### src/rtl/alu_sched_pkg.sv
// Shared defaults and types for the time-slotted shared-ALU scheduler.
package alu_sched_pkg;

    localparam int DEF_WIDTH    = 1;
    localparam int DEF_SLOT_LEN = 2;
    localparam int DEF_ALU_LAT  = 1;

    // ISSUE is the single cycle at the start of a slot (slot_cnt == 0).
    // DRAIN covers the rest of the slot (slot_cnt 1..SLOT_LEN-1).
    typedef enum logic {
        ISSUE = 1'b0,
        DRAIN = 1'b1
    } slot_state_t;

    // Index of a requester: 0 or 1.
    typedef logic owner_t;

endpackage

### src/rtl/slot_timer.sv
// Slot timer: counts cycles within a slot, tracks ISSUE/DRAIN and
// alternates the slot owner 0,1,0,1,... at every slot boundary.
module slot_timer
    import alu_sched_pkg::*;
#(
    parameter int SLOT_LEN = DEF_SLOT_LEN
) (
    input  logic        clk,
    input  logic        rst,
    output slot_state_t o_state,
    output owner_t      o_owner
);

    localparam int             CW       = $clog2(SLOT_LEN);
    localparam logic [CW-1:0]  LAST_CNT = CW'(SLOT_LEN - 1);

    slot_state_t   r_state;
    slot_state_t   w_state_nxt;
    logic [CW-1:0] r_cnt;
    logic [CW-1:0] w_cnt_nxt;
    owner_t        r_owner;
    owner_t        w_owner_nxt;

    // State register: synchronous reset to ISSUE, count 0, owner 0.
    always_ff @(posedge clk) begin
        // NOTE: sequential state uses non-blocking assignments so every
        // register samples the pre-edge values of its neighbours.
        if (rst) begin
            r_state <= ISSUE;
            r_cnt   <= '0;
            r_owner <= 1'b0;
        end else begin
            r_state <= w_state_nxt;
            r_cnt   <= w_cnt_nxt;
            r_owner <= w_owner_nxt;
        end
    end

    // Next-state logic: ISSUE always moves to DRAIN; DRAIN wraps to ISSUE
    // on the last cycle of the slot and hands the slot to the other owner.
    always_comb begin
        // NOTE: every output of this block gets a default first so no
        // path through the case can leave a latch behind.
        w_state_nxt = r_state;
        w_cnt_nxt   = r_cnt;
        w_owner_nxt = r_owner;
        case (r_state)
            ISSUE: begin
                w_state_nxt = DRAIN;
                w_cnt_nxt   = r_cnt + CW'(1);
            end
            DRAIN: begin
                if (r_cnt == LAST_CNT) begin
                    w_state_nxt = ISSUE;
                    w_cnt_nxt   = '0;
                    w_owner_nxt = ~r_owner;
                end else begin
                    w_cnt_nxt   = r_cnt + CW'(1);
                end
            end
        endcase
    end

    assign o_state = r_state;
    assign o_owner = r_owner;

endmodule

### src/rtl/alu_slot_sched.sv
// Time-slotted arbiter for two requesters sharing one pipelined ALU.
// Each requester may issue only in the ISSUE cycle of its own slot; the
// ALU result is captured and returned to the requester recorded at issue.
module alu_slot_sched
    import alu_sched_pkg::*;
#(
    parameter int WIDTH    = DEF_WIDTH,
    parameter int SLOT_LEN = DEF_SLOT_LEN,
    parameter int ALU_LAT  = DEF_ALU_LAT
) (
    input  logic             clk,
    input  logic             rst,
    input  logic             req0,
    input  logic [WIDTH-1:0] a0,
    input  logic [WIDTH-1:0] b0,
    input  logic             req1,
    input  logic [WIDTH-1:0] a1,
    input  logic [WIDTH-1:0] b1,
    output logic             ack0,
    output logic             ack1,
    output logic             rsp_valid0,
    output logic [WIDTH-1:0] rsp_data0,
    output logic             rsp_valid1,
    output logic [WIDTH-1:0] rsp_data1,
    output logic [WIDTH-1:0] alu_a,
    output logic [WIDTH-1:0] alu_b,
    input  logic [WIDTH-1:0] alu_o,
    output logic             slot_owner
);

    slot_state_t        w_state;
    owner_t             w_owner;
    logic               w_issue;
    logic               w_done;
    owner_t             w_done_own;

    logic [ALU_LAT-1:0] r_pipe_vld;
    logic [ALU_LAT-1:0] r_pipe_own;
    logic               r_rsp_valid0;
    logic [WIDTH-1:0]   r_rsp_data0;
    logic               r_rsp_valid1;
    logic [WIDTH-1:0]   r_rsp_data1;

    slot_timer #(
        .SLOT_LEN (SLOT_LEN)
    ) u_slot_timer (
        .clk     (clk),
        .rst     (rst),
        .o_state (w_state),
        .o_owner (w_owner)
    );

    // Grants are only possible in ISSUE, only to the slot owner, and never
    // while reset is held.
    assign w_issue = (w_state == ISSUE) && !rst;
    assign ack0    = w_issue && (w_owner == 1'b0) && req0;
    assign ack1    = w_issue && (w_owner == 1'b1) && req1;

    // Operand mux: drive the granted requester's operands, zero otherwise.
    always_comb begin
        alu_a = '0;
        alu_b = '0;
        if (ack0) begin
            alu_a = a0;
            alu_b = b0;
        end else if (ack1) begin
            alu_a = a1;
            alu_b = b1;
        end
    end

    // Issue tracking: a valid bit and the issuing owner ride alongside the
    // ALU so a result crossing a slot boundary still finds its requester.
    always_ff @(posedge clk) begin
        // NOTE: the tracking bits are reset so an in-flight operation is
        // forgotten by reset and never produces a late response.
        if (rst) begin
            r_pipe_vld <= '0;
            r_pipe_own <= '0;
        end else begin
            r_pipe_vld[0] <= ack0 || ack1;
            r_pipe_own[0] <= ack1;
            for (int i = 1; i < ALU_LAT; i++) begin
                r_pipe_vld[i] <= r_pipe_vld[i-1];
                r_pipe_own[i] <= r_pipe_own[i-1];
            end
        end
    end

    assign w_done     = r_pipe_vld[ALU_LAT-1];
    assign w_done_own = r_pipe_own[ALU_LAT-1];

    // Response capture: register alu_o into the issuing requester's port
    // for a single cycle; the idle port's data is held at zero.
    always_ff @(posedge clk) begin
        if (rst) begin
            r_rsp_valid0 <= 1'b0;
            r_rsp_data0  <= '0;
            r_rsp_valid1 <= 1'b0;
            r_rsp_data1  <= '0;
        end else begin
            r_rsp_valid0 <= w_done && (w_done_own == 1'b0);
            r_rsp_data0  <= (w_done && (w_done_own == 1'b0)) ? alu_o : '0;
            r_rsp_valid1 <= w_done && (w_done_own == 1'b1);
            r_rsp_data1  <= (w_done && (w_done_own == 1'b1)) ? alu_o : '0;
        end
    end

    // The response registers only clear at the reset edge, so mask them
    // while reset is held to keep the outputs quiet for the whole reset.
    assign rsp_valid0 = r_rsp_valid0 && !rst;
    assign rsp_data0  = rst ? '0 : r_rsp_data0;
    assign rsp_valid1 = r_rsp_valid1 && !rst;
    assign rsp_data1  = rst ? '0 : r_rsp_data1;
    assign slot_owner = w_owner;

endmodule

### config.mk
export PLATFORM = sky130hd
export DESIGN_NAME = alu_slot_sched
export DESIGN_NICKNAME = d
export VERILOG_FILES = /design/src/rtl/alu_sched_pkg.sv /design/src/rtl/slot_timer.sv /design/src/rtl/alu_slot_sched.sv
export SDC_FILE = /design/constraint.sdc
export NUM_CORES = 1
export LEC_CHECK = 0
export CAP_MARGIN = 20
export CORE_AREA = 2 2 39 41
export DETAILED_ROUTE_END_ITERATION = 16
export DIE_AREA = 0 0 41 43
export SYNTH_ARGS = -nofsm -noshare
export SYNTH_HDL_FRONTEND = slang
export SYNTH_SLANG_ARGS = --single-unit
### constraint.sdc
create_clock -name clk -period 1.1 [get_ports clk]
set_input_delay 0.165 -clock clk [delete_from_list [all_inputs] [get_ports clk]]
set_output_delay 0.165 -clock clk [all_outputs]
set_load 0.02 [all_outputs]
==> qor.csv <==
metric,value,unit
fmax,657,MHz
core_area,1380,µm²
hold_viol_final,0,
cts_buffers,3,
rsz0062_at_grt,true,
r2r_start,u_slot_timer.o_state,
die_w,41,µm
min_path_type,input port to flip-flop,
arrival,1360,ps
initial_core_util,26.2,%
cp-startpoint,u_slot_timer.o_owner,
ys_seq_area_share,49.7,%
grt_pass1_vias,335,
portBuffers,17,
ant_nets,0,
clk_pin_slew,60,ps
status,finished with violations,
fin_crit,1520,ps
area_delta_synth_final,77.2,%
critical_path_required,940,ps
min-delay-start,rst,
h-tree-depth,1,
die_h,43,µm
use_met2,19.1,%
critPathCaptureType,output pin,
ys_warn_count,0,
io_pins,18,
crit_type,flip-flop to output pin,
rows,14,
grt_antenna_before_repair,0,
synth_seq_cells,9,
syn-cell-area,363,µm²
slew_viol_final,0,
start_kind,flip-flop,
grt_overflow,0,
place_congestion,0.703,
dp_slack,-967,ps
grt_pass1_wl,1.44,mm
synth_area_leader_cell,dfxtp_1,
yosysTopAreaCellShare,49.7,%
dr.pass1.iters,2,
leakagePower,0.292,nW
setup_violations,4,
worst_slack,-422,ps
cap_violations,0,
drive_gt1_share,46.0,%
utilization,46.5,%
violations,negative setup slack,
power,0.735,mW
use_met3,9.42,%
gr-usage-all-layers,12.7,%
synth.avg_cell_area,11.0,µm²
synth_cell_types,15,
dr.first_iter.drc_count,4,
top_usage_layer,met2,
fin_skew,4.57,ps
syn_inst,33,
viasPerCell,4.29,
cts.sinks,9,
clockRootBuffer,clkbuf_4,
die-area,1760,µm²
powerDensity,1140,nW/µm²
wirelength,822,µm
period_share,138,%
fin_nets,73,
via_count,339,
drc,0,
drt-wirelength-per-cell,10.4,µm
synth_nets,42,
worstMarginPinSlew,277,ps
met1_usage,14.4,%
cp_max_fo,4,
grt_max_degree,8,
clk_latency,260,ps
relSlewSlack,81.5,%
finalSetupTns,-1440,ps
synth_area_leaders,"dfxtp_1, nor2b_1, nor4bb_4",
n_antenna_cell,0,
cts_buffer_depth,2,
irDropWorstVdd,781,µV
cts_tree,built,
[kinds of logic after synthesis]
| kind of cell | synth area share, % |
|---|---|
| AND/OR/NAND/NOR | 38.3 |
| flip-flops | 49.7 |
| AO/OA/AOI/OAI | 10.7 |
| buffers and inverters | 1.38 |
[through the flow]
stage                     hold slack, ps  instances  area [µm²]
after floorplan                      321         33         368
after global placement               430         70         591
after detailed placement             440         70         591
after CTS                            457         78         631
after global routing                 318         79         643
final                                296         79         643
[cell usage in the layout, fill, tap and decap left out, drive strengths merged, types with 2 or more instances in the layout]
| cell type | instances |
|---|---|
| a21oi | 2 |
| clkbuf | 5 |
| nor2b | 4 |
| buf | 19 |
| nor2 | 5 |
| nand2b | 3 |
| clkdlybuf4s50 | 7 |
| nor4bb | 2 |
| dfxtp | 9 |
[worst paths after layout]
path | to | slack (ps) | depth (start not counted)
max reg2reg | r_pipe_vld | 70 | 4
min reg2reg | u_slot_timer.r_cnt | 450 | 1
min | u_slot_timer.o_state | 300 | 3
max | alu_a | -420 | 5
[synth_stat cells]
cell type	count
dfxtp_1	9
a22o_1	1
or2_1	1
nor2b_1	4
a21bo_2	1
nor4b_4	1
nand2b_1	3
nand2_1	1
nor2_1	5
buf_2	1
nor4bb_1	1
nor4bb_4	1
nand3b_1	1
a21oi_1	2
a32o_1	1
[critical path, stage by stage, from the launching register on]
cell	delay (ps)
dfxtp_4	360
nor4b_4	260
buf_4	160
buf_6	90
a32o_2	120
buf_6	110
[layer usage]
layer  wire length [µm]  part of all wire [%]
met5                  0                     0
met4                  0                     0
met3                 68                   8.3
met2                415                    50
met1                338                    41
[power breakdown]
part / total [mW] / leakage [nW] / internal [mW] / switching (mW)
sequential: 0.352 / 0.0745 / 0.339 / 0.0127
clock: 0.249 / 0.0150 / 0.139 / 0.110
combinational: 0.134 / 0.202 / 0.0860 / 0.0480
total: 0.735 / 0.292 / 0.564 / 0.170
[cell type report]
type	count	area [µm²]
Timing Repair Buffer	27	233
Multi-Input combinational cell	23	179
Sequential cell	9	185
Clock buffer	4	26.3
Tap cell	16	20.0
Fill cell	143	741
[timing repair]
item,CTS,global route
endpoints found under the setup margin,9,9
resized for setup,43,9
pin swaps,4,0
setup buffers,4,1
hold buffers,0,0
[flip-flops by register name (all words and copies together) (netlist names)]
signal / cells
r_rsp_data1: 1
r_pipe_vld: 1
r_pipe_own: 1
r_rsp_valid0: 1
r_rsp_data0: 1
u_slot_timer.o_owner: 1
u_slot_timer.r_cnt: 1
u_slot_timer.o_state: 1
r_rsp_valid1: 1
Power figures use the tool's default switching activity.
